==> src/rtl/branch_predictor_bht_pkg.sv <==
// Shared widths and counter helpers for the branch history predictor.
package branch_predictor_bht_pkg;

    localparam int unsigned PC_W   = 32;
    localparam int unsigned PERF_W = 32;
    localparam logic [PERF_W-1:0] PERF_MAX = {PERF_W{1'b1}};

    // Reset value of a cnt_w-bit counter: weakly not-taken.
    function automatic int unsigned ctr_init(input int unsigned cnt_w);
        return (32'd1 << (cnt_w - 32'd1)) - 32'd1;
    endfunction

    // One saturating step of a cnt_w-bit counter towards the resolved outcome.
    function automatic int unsigned ctr_step(input int unsigned cnt,
                                             input int unsigned cnt_w,
                                             input logic        up);
        int unsigned top;
        top = (32'd1 << cnt_w) - 32'd1;
        if (up) begin
            return (cnt == top) ? cnt : cnt + 32'd1;
        end
        return (cnt == 32'd0) ? cnt : cnt - 32'd1;
    endfunction

    // Performance counter increment that sticks at all-ones.
    function automatic logic [PERF_W-1:0] perf_inc(input logic [PERF_W-1:0] v);
        return (v == PERF_MAX) ? v : v + PERF_W'(1);
    endfunction

endpackage

==> src/rtl/branch_predictor_bht_btb.sv <==
// Tagged branch target buffer: one combinational read port, one write port.
module branch_predictor_bht_btb
    import branch_predictor_bht_pkg::*;
#(
    parameter int unsigned IDX_W = 5,
    parameter int unsigned TAG_W = 8
) (
    input  logic             clk,
    input  logic             rstn,
    input  logic [IDX_W-1:0] rd_idx,
    input  logic [TAG_W-1:0] rd_tag,
    output logic             hit,
    output logic [PC_W-1:0]  target,
    input  logic             we,
    input  logic [IDX_W-1:0] wr_idx,
    input  logic [TAG_W-1:0] wr_tag,
    input  logic [PC_W-1:0]  wr_target
);

    localparam int unsigned ENTRIES = 32'd1 << IDX_W;

    logic [ENTRIES-1:0] valid_q;
    logic [TAG_W-1:0]   tag_q [ENTRIES];
    logic [PC_W-1:0]    tgt_q [ENTRIES];

    // Valid bits are the only reset state; entries are never invalidated.
    always_ff @(posedge clk or negedge rstn) begin
        if (!rstn) begin
            valid_q <= '0;
        end else if (we) begin
            valid_q[wr_idx] <= 1'b1;
        end
    end

    // Tag and target payload, qualified by valid so no reset needed.
    always_ff @(posedge clk) begin
        if (we) begin
            tag_q[wr_idx] <= wr_tag;
            tgt_q[wr_idx] <= wr_target;
        end
    end

    assign hit    = valid_q[rd_idx] && (tag_q[rd_idx] == rd_tag);
    assign target = hit ? tgt_q[rd_idx] : '0;

endmodule

==> src/rtl/branch_predictor_bht.sv <==
// Saturating-counter branch predictor with optional gshare history and tagged BTB.
module branch_predictor_bht
    import branch_predictor_bht_pkg::*;
#(
    parameter int unsigned IDX_W  = 5,
    parameter int unsigned CNT_W  = 2,
    parameter int unsigned GHR_W  = 0,
    parameter int unsigned BTB_EN = 1,
    parameter int unsigned TAG_W  = 8,
    localparam int unsigned GW    = (GHR_W > 0) ? GHR_W : 1
) (
    input  logic              clk,
    input  logic              rstn,
    input  logic [31:0]       lookup_pc,
    output logic              pred_taken,
    output logic              pred_hit,
    output logic [31:0]       pred_target,
    output logic [GW-1:0]     pred_ghr,
    input  logic              upd_we,
    input  logic [31:0]       upd_pc,
    input  logic              upd_taken,
    input  logic [31:0]       upd_target,
    input  logic [GW-1:0]     upd_ghr,
    input  logic              upd_mispred,
    output logic [31:0]       perf_branch,
    output logic [31:0]       perf_mispred
);

    localparam int unsigned ENTRIES = 32'd1 << IDX_W;
    localparam int unsigned TAG_LO  = IDX_W + 2;
    localparam logic [CNT_W-1:0] CNT_INIT = CNT_W'(ctr_init(CNT_W));

    if (GHR_W > IDX_W) begin : g_bad_ghr
        $error("GHR_W (%0d) must not exceed IDX_W (%0d)", GHR_W, IDX_W);
    end
    if (TAG_LO + TAG_W > PC_W) begin : g_bad_tag
        $error("IDX_W + TAG_W + 2 (%0d) exceeds the pc width", TAG_LO + TAG_W);
    end

    logic [IDX_W-1:0]  lk_hist;
    logic [IDX_W-1:0]  up_hist;
    logic [IDX_W-1:0]  lk_idx;
    logic [IDX_W-1:0]  up_idx;
    logic [CNT_W-1:0]  cnt_q [ENTRIES];
    logic [PERF_W-1:0] branch_q;
    logic [PERF_W-1:0] mispred_q;

    if (GHR_W > 0) begin : g_gshare
        logic [GHR_W-1:0] ghr_q;

        // Non-speculative history: shifts only when EX resolves a branch.
        always_ff @(posedge clk or negedge rstn) begin
            if (!rstn) begin
                ghr_q <= '0;
            end else if (upd_we) begin
                ghr_q <= GHR_W'({ghr_q, upd_taken});
            end
        end

        assign lk_hist  = IDX_W'(ghr_q);
        assign up_hist  = IDX_W'(upd_ghr);
        assign pred_ghr = ghr_q;
    end else begin : g_bimodal
        assign lk_hist  = '0;
        assign up_hist  = '0;
        assign pred_ghr = '0;
    end

    // Update uses the history carried with the branch, never the live GHR.
    assign lk_idx     = lookup_pc[IDX_W+1:2] ^ lk_hist;
    assign up_idx     = upd_pc[IDX_W+1:2] ^ up_hist;
    assign pred_taken = cnt_q[lk_idx][CNT_W-1];

    // Direction counter table.
    always_ff @(posedge clk or negedge rstn) begin
        if (!rstn) begin
            for (int unsigned i = 0; i < ENTRIES; i++) begin
                cnt_q[i] <= CNT_INIT;
            end
        end else if (upd_we) begin
            cnt_q[up_idx] <= CNT_W'(ctr_step(32'(cnt_q[up_idx]), CNT_W, upd_taken));
        end
    end

    if (BTB_EN != 0) begin : g_btb
        branch_predictor_bht_btb #(
            .IDX_W (IDX_W),
            .TAG_W (TAG_W)
        ) u_btb (
            .clk       (clk),
            .rstn      (rstn),
            .rd_idx    (lookup_pc[IDX_W+1:2]),
            .rd_tag    (lookup_pc[TAG_LO+TAG_W-1:TAG_LO]),
            .hit       (pred_hit),
            .target    (pred_target),
            .we        (upd_we && upd_taken),
            .wr_idx    (upd_pc[IDX_W+1:2]),
            .wr_tag    (upd_pc[TAG_LO+TAG_W-1:TAG_LO]),
            .wr_target (upd_target)
        );
    end else begin : g_no_btb
        assign pred_hit    = 1'b0;
        assign pred_target = '0;
    end

    // Saturating resolved-branch and mispredict counters.
    always_ff @(posedge clk or negedge rstn) begin
        if (!rstn) begin
            branch_q  <= '0;
            mispred_q <= '0;
        end else if (upd_we) begin
            branch_q <= perf_inc(branch_q);
            if (upd_mispred) begin
                mispred_q <= perf_inc(mispred_q);
            end
        end
    end

    assign perf_branch  = branch_q;
    assign perf_mispred = mispred_q;

    // Pc bits outside the index/tag fields are intentionally ignored.
    logic unused_ok;
    assign unused_ok = ^{lookup_pc, upd_pc, upd_ghr, upd_target};

endmodule
==> config.mk <==
export PLATFORM = sky130hd
export DESIGN_NAME = branch_predictor_bht
export DESIGN_NICKNAME = d
export VERILOG_FILES = /design/src/rtl/branch_predictor_bht_pkg.sv /design/src/rtl/branch_predictor_bht_btb.sv /design/src/rtl/branch_predictor_bht.sv
export SDC_FILE = /design/constraint.sdc
export NUM_CORES = 1
export LEC_CHECK = 0
export ABC_AREA = 1
export CAP_MARGIN = 20
export CELL_PAD_IN_SITES_DETAIL_PLACEMENT = 1
export CELL_PAD_IN_SITES_GLOBAL_PLACEMENT = 1
export CORE_MARGIN = 3
export CORE_UTILIZATION = 45
export CTS_CLUSTER_SIZE = 12
export DETAILED_ROUTE_END_ITERATION = 10
export GPL_ROUTABILITY_DRIVEN = 0
export HOLD_SLACK_MARGIN = 0.12
export PLACE_DENSITY_LB_ADDON = 0.1
export SLEW_MARGIN = 0
export SYNTH_ARGS = -nofsm -noshare
export SYNTH_HDL_FRONTEND = slang
export SYNTH_SLANG_ARGS = --single-unit
==> constraint.sdc <==
create_clock -name clk -period 2.4 [get_ports clk]
set_input_delay 0.36 -clock clk [delete_from_list [all_inputs] [get_ports clk]]
set_output_delay 0.36 -clock clk [all_outputs]
set_load 0.02 [all_outputs]
==> metrics.md, run 1 <==
| Metric | Value |
|---|---|
| RSZ-0062 raised after global routing | true |
| Clock network power share | 41.4% |
| Via count | ~44000 |
| Post-synth top area cell | edfxtp_1 |
| Chip height | around 370 um |
| Diode count | 0 |
| DR pass1 iterations | 5 |
| Fin. Hold Viols | 0 |
| Starting Density | 45.4% |
| Synth top cells by count | nand2_1 (1413), edfxtp_1 (1280), nand3_1 (621) |
| Area share of the largest cell type after synthesis | between 60% and 70% |
| Routed WL | around 200 mm |
| Layout cell share with drive strength beyond 1 | around 18% |
| Core Region | 0.132 mm2 |
| Reg2reg setup slack | 0.26 ns |
| CTS Buf Count | 158 |
| Worst setup path class | reg -> out |
| Overflow after GRT | 0 |
| Number of warnings issued by yosys | 0 |
| Maxcap violations | 0 |
| Initial antenna violation count | 2 |
| Rows | approximately 130 |
| Min-Delay Path Class | in -> async |
| Min cycle time layout | 3.42 ns |
| Clk root buf | clkbuf_16 |
| Pre-CTS setup slack | -1.21 ns |
| CTS Sinks | 1440 |
| Largest net degree at the start of global routing | 56 |
| Antenna-violating nets left | 0 |
| Cell Int Power | between 40000 and 50000 uW |
| First-pass GRT wire length | around 300 mm |
| Switching pwr | roughly 14000 uW |
| Syn Nets | a little over 5000 |
| Worst clock skew | approximately 0.016 ns |
| Most common cell in the netlist | nand2_1 |
| DPL Wire Length | about 130 mm |
| Switching share of power | 24.1% |
| Number of flops mapped to enable cells by yosys | about 1300 |
| Setup violators final | 34 |
| Fmax | a little under 0.3 GHz |
| Area after DPL | 0.0687 mm2 |
| Drt via density | around 5.8 |
| WL/cell | 26.8 um |
| Comb power frac | under 10% |
| Failing checks | negative setup slack |
| Final period util | 143% |
| Post-synthesis sequential area ratio | about 71% |
| Final slew viol count | 0 |
| GR Util All Layers | 29.4% |
| CP endpoint kind | primary output |
| RR Endpoint | perf_branch[29] |
| Post-route setup TNS | -30.30 ns |
| P_leak | 0.0275 uW |
| Asr flop ratio synth | about 11% |
| Ranking of synthesized cells by area | edfxtp_1 (64%), nand2_1 (8.9%), dfrtp_1 (5.4%), nand3_1 (5.2%), a21oi_1 (3.5%) |
| Yosys cell types | 39 |
| Io pins | 201 |
| Filler Cells Inserted | between 10000 and 15000 |
| Worst path arrival time | roughly 3.1 ns |
| I/O Buffers | 160 |
| CTS tree | yes |
| Area grow syn2layout | 24.1% |
| Post-Syn Area | ~0.06 mm2 |
| Startpoint Class | flip-flop |
| Longest Clk Path Bufs | 3 |
| Synth Instances | between 5000 and 6000 |
| Initial DRC count | ~3900 |
| Critical Path RT | between 2 and 2.5 ns |
| Status | complete, but fails checks |
| Seq cells post-synth | 1440 |
| Avg Inst Size Synth | around 12 um2 |
| Net count reported at finish | around 5700 |
| Die X | roughly 370 um |
| H-tree depth | 4 |
| Clock latency at the later pin of the worst-skew pair | around 0.79 ns |
| Maximum VDD drop | about 0.67 mV |
| Max Fanout on Critical Path | 7 |
| Sequential Power Share | between 40% and 50% |
| R2R cell count | 13 |
| FF-to-FF Start | perf_branch[0] |
| Post-route cell area | approximately 0.074 mm2 |
| DRC Markers | 0 |
| Primary FF master, synth | edfxtp_1 |
| PnR worst setup slack | -1.02 ns |
| Vias in the first global route | around 46000 |
| Die area | between 0.1 and 0.15 mm2 |
| Clock slew at reported path FFs | around 0.060 ns |
| PD cells | 774 mW/mm2 |
-- metrics by stage --
stage / utilization, % / hold WS, ns / total power, uW / cells
after floorplan: - / 0.0644 / 31400 / 5053
after global placement: 52.2 / 0.300 / 33900 / 7218
after detailed placement: 52.2 / 0.301 / 34000 / 7218
after CTS: 56.1 / 0.152 / 57700 / 7511
after global routing: 56.3 / 0.201 / 59200 / 7514
final: 56.3 / 0.200 / 57400 / 7514
-- kinds of logic after synthesis --
logic type	after synthesis	share of synthesized area [%]
and+or+nand+nor	2323	16.6
xor gates and xnor gates	59	0.865
buffers and inverters	445	3.68
adders and majority gates	2	0.0419
other	1	0.00628
DFF	1440	71.1
AOI/OAI and AO/OA	783	7.73
-- repair_timing --
| item | CTS | global route |
|---|---|---|
| hold buffers | 2 | 0 |
| pin swaps | 19 | 48 |
| endpoints found under the hold margin | 128 | 0 |
| buffers inserted | 6 | 4 |
| setup endpoints to repair | 34 | 36 |
| resized for setup | 201 | 58 |
-- routing by layer --
layer  up-vias  part of all wire (%)  wire [um]  GRT usage, %
li1      19300                     -          -             -
met1     22400                    42      85300          39.9
met2      1491                    49      97700          49.3
met3       352                   6.0      12100          3.81
met4         2                   3.0       5980          8.91
met5         -                0.0065         13             0
-- power groups by stage --
stage | registers [uW] | logic, uW | clock network, uW
floorplan | 28900 | 2520 | 0
global placement | 28800 | 5050 | 0
detailed placement | 28800 | 5170 | 0
CTS | 28300 | 5280 | 24100
global route | 28400 | 5790 | 25100
finish | 28300 | 5310 | 23700
-- registers in the layout, indices dropped and copies added (netlist names) --
register	cells
g_btb.u_btb.valid_q	32
g_btb.u_btb.tag_q	256
perf_branch	32
g_btb.u_btb.tgt_q	1024
perf_mispred	32
cnt_q	64
-- layout make-up --
| cell class | instances | area [um2] | share of cell area (%) |
|---|---|---|---|
| clock buffers | 209 | 4310 | 5.81 |
| flip-flops and latches | 1440 | 42500 | 57.3 |
| clock inverters | 76 | 677 | 0.913 |
| multi-input cells | 3168 | 15600 | 21.1 |
| inverters | 123 | 508 | 0.685 |
| repair buffers | 743 | 8340 | 11.2 |
| well taps | 1755 | 2200 | 2.96 |
-- critical path, stage by stage, from the launching register on --
cell      delay (ns)
edfxtp_1        0.38
nand2_1         0.10
nand3_1         0.09
nand3_1         0.10
nand2_1         0.07
nand2_2         0.07
nand3_2         0.08
buf_4           0.14
nand3b_1        0.07
nand2_1         0.07
nor2_2          0.15
nand3_4         0.12
buf_12          0.18
buf_12          0.15
nor3_4          0.20
buf_6           0.17
buf_6           0.12
-- placed cells by master, fill, tap and decap left out, types with 39 or more instances in the layout --
master	n
edfxtp_1	1280
xor2_1	46
o21ai_0	75
buf_12	185
nand3_1	609
clkdlybuf4s50_1	120
dfrtp_1	128
clkbuf_16	162
nor2_1	112
buf_4	400
clkbuf_1	39
nand2_1	1402
a21oi_1	406
inv_1	109
a22oi_1	168
-- how the worst max path moves through the flow --
stage	start	endpoint	slack, ns
after CTS	g_btb.u_btb.tag_q[9][4]	pred_target[0]	-1.01
after detailed placement	lookup_pc[2]	pred_target[20]	-1.21
after floorplan	lookup_pc[2]	pred_target[0]	-0.12
final	g_btb.u_btb.tag_q[9][6]	pred_target[20]	-1.02
after global routing	g_btb.u_btb.tag_q[23][3]	pred_target[27]	-1.17
after global placement	lookup_pc[2]	pred_target[20]	-1.18
No activity file was read; power rests on OpenSTA's default activity.
==> run 2: changes to the inputs <==
Settings changed: GPL_TIMING_DRIVEN from default to 0.
Clock period 2.4 ns to 2.9 ns, I/O delays scaled along.
==> run 2 against run 1 <==
Worst setup slack better by 0.42 ns. Sequential share of layout area is 1.7 points higher. The run still ends with negative setup slack left. Flip-flop and latch count stayed put.
==> metrics.md, run 2 (same netlist as run 1, synthesis figures left out) <==
| Metric | Value |
|---|---|
| Status | complete, but fails checks |
| Failing checks | negative setup slack |
| Area grow syn2layout | 20.5% |
| Worst clock skew | 0.0152 ns (-0.00108 ns) |
| Hold Slack | 0.141 ns (-0.0589 ns) |
| PnR worst setup slack | -0.602 ns (+0.418 ns) |
| Most frequent cells in the layout | nand2_1 (1392), edfxtp_1 (1280), nand3_1 (577) |
| Min-Delay Path Class | in -> async |
| Slew Limit Headroom | 27.4% |
| WL/cell | 30.4 um (+13%) |
| H-tree depth | 4 (unchanged) |
| Clk root buf | clkbuf_16 |
| Rows | 133 (unchanged) |
| Antenna-violating nets left | 0 (unchanged) |
| P_leak | 0.0263 uW (-4.1%) |
| Largest regs | g_btb.u_btb.tgt_q x1024, g_btb.u_btb.tag_q x256, cnt_q x64 |
| Worst setup path end | pred_target[27] |
| RSZ-0062 raised after global routing | true |
| Clock latency at the later pin of the worst-skew pair | 0.80 ns (about the same) |
| Fin. Hold Viols | 0 (unchanged) |
| Initial DRC count | 5229 (+35%) |
| Post-route setup TNS | -17.36 ns (+12.93 ns) |
| Clock slew at reported path FFs | 0.06 ns (about the same) |
| CTS Buf Count | 158 (unchanged) |
| Longest Clk Path Bufs | 3 (unchanged) |
| Die X | 370 um (unchanged) |
| Vias in the first global route | 45200 (-1.6%) |
| Routed WL | 223 mm (+11%) |
| Net count reported at finish | 5596 (-2.5%) |
| Multi-input logic area | 0.0159 mm2 (+2.0%) |
| Core Region | 0.132 mm2 (unchanged) |
| DRC Markers | 0 (unchanged) |
| Seq. cell area | 0.0425 mm2 (unchanged) |
| I/O Buffers | 154 (-3.8%) |
| Reg with most FFs | g_btb.u_btb.tgt_q |
| First-pass GRT wire length | 319 mm (+6.6%) |
| CTS tree | yes |
| Maximum VDD drop | 0.653 mV (-2.7%) |
| Pre-CTS setup slack | -2.34 ns (-1.13 ns) |
| Maxcap violations | 0 (unchanged) |
| Largest net degree at the start of global routing | 108 (+93%) |
| Via count | 44400 (+2.0%) |
| Die area | 0.137 mm2 (unchanged) |
| CP endpoint kind | primary output |
| Diode count | 0 (unchanged) |
| Most common cell after layout, fill and taps aside | nand2_1 |
| Starting Density | 45.4% (unchanged) |
| Startpoint Class | flip-flop |
| R2R cell count | 12 (-1) |
| Final period util | 121% |
| CTS Sinks | 1440 (unchanged) |
| Reg2reg setup slack | 0.37 ns (+0.11 ns) |
| Final slew viol count | 0 (unchanged) |
| Setup violators final | 33 (-2.9%) |
| RR Endpoint | perf_branch[28] |
| FF-to-FF Start | perf_branch[0] |
| Worst setup path class | reg -> out |
| Critical Path RT | 2.47 ns (+0.43 ns) |
| Worst Setup SP | g_btb.u_btb.valid_q[1] |
| Initial antenna violation count | 3 (+1) |
| Max Fanout on Critical Path | 6 (-1) |
| Worst path arrival time | 3.07 ns (about the same) |
| GR Util All Layers | 32.3% (+3.0 points) |
| Max reg flops | 1024 (unchanged) |
| DR pass1 iterations | 5 (unchanged) |
| PD cells | 654 mW/mm2 (-15%) |
| Overflow after GRT | 0 (unchanged) |
| Chip height | 370 um (unchanged) |
| Io pins | 201 (unchanged) |
| Min cycle time layout | around 3.5 ns |
| Filler Cells Inserted | 13400 (+0.79%) |
| Fmax | between 0.2 and 0.3 GHz |
| Layout cell share with drive strength beyond 1 | 15.7% (-1.9 points) |
| Drt via density | 6.03 (+4.1%) |
| DPL Wire Length | 151 mm (+18%) |
| Worst Tran Pin Value | 1.09 ns |
-- run 2: cell types whose count changed in the layout (fill, tap and decap cells not counted), sizes merged --
| cell | before | now |
|---|---|---|
| inv | 126 | 125 |
| bufinv | 9 | 3 |
| buf | 620 | 428 |
| clkbuf | 210 | 287 |
| clkdlybuf4s50 | 120 | 99 |
| clkinv | 62 | 54 |
-- run 2: how the worst min path moves through the flow --
stage / from / end / depth (start not counted)
after floorplan: rstn / cnt_q[11] / 0
after global placement: g_btb.u_btb.valid_q[28] / g_btb.u_btb.valid_q[28] / 2
after detailed placement: rstn / perf_branch[2] / 1
after CTS: rstn / perf_branch[2] / 2
after global routing: rstn / perf_branch[2] / 2
final: rstn / perf_branch[2] / 2
-- run 2: critical path: stages (launching register included) --
cell     delay (ns)
dfrtp_1        0.33
inv_1          0.07
a21oi_2        0.12
o21ai_1        0.07
nand3_1        0.11
nand3_1        0.08
nand2_1        0.07
nand2_1        0.06
nand2_2        0.13
nand2_2        0.09
nor2_4         0.13
nand3_4        0.08
buf_12         0.16
buf_12         0.15
buf_16         0.15
nor3_4         0.25
buf_6          0.17
-- run 2: through the flow --
| step | instances | power (uW) | area (um2) | utilization, % |
|---|---|---|---|---|
| 2_1_floorplan | 5053 | 26000 | 60000 | - |
| 3_3_place_gp | 6962 | 27900 | 63700 | 48.4 |
| 3_5_place_dp | 7043 | 28000 | 65300 | 49.6 |
| 4_1_cts | 7338 | 47200 | 71300 | 54.2 |
| 5_1_grt | 7363 | 48500 | 72000 | 54.7 |
| 6_report | 7363 | 47100 | 72000 | 54.7 |
-- run 2: routing by layer --
| metal | wire length (um) | part of all wire (%) | GRT usage (%) | vias up |
|---|---|---|---|---|
| met3 | 19800 | 8.9 | 5.39 | 385 |
| met2 | 104000 | 46 | 50.4 | 2134 |
| met1 | 92600 | 41 | 45.7 | 22900 |
| met5 | 0 | 0 | 0 | - |
| met4 | 7600 | 3.4 | 11.8 | 0 |
| li1 | - | - | - | 19000 |
-- run 2: power breakdown --
group	switching (uW)	leakage [uW]	internal [uW]
Sequential	310	0.0134	23100
Clock	8520	0.00232	10600
Combinational	3100	0.0106	1390
-- run 2: area by class of cell --
type,instances,area share (%)
Buffer,322,3.16
Clock buffer,215,5.92
Clock inverter,61,0.758
Inverter,123,0.659
Multi-Input combinational cell,3168,22.2
Sequential cell,1440,59.0
Tap cell,1755,3.05
Timing Repair Buffer,279,5.27
-- run 2: what timing repair did --
item / 4_1_cts / 5_1_grt
hold buffers: 1 / 0
cloned: 3 / 2
gates resized for setup: 493 / 103
endpoints found under the setup margin: 549 / 211
setup buffers: 15 / 18
pin swaps: 45 / 50
hold endpoints to repair: 128 / 0
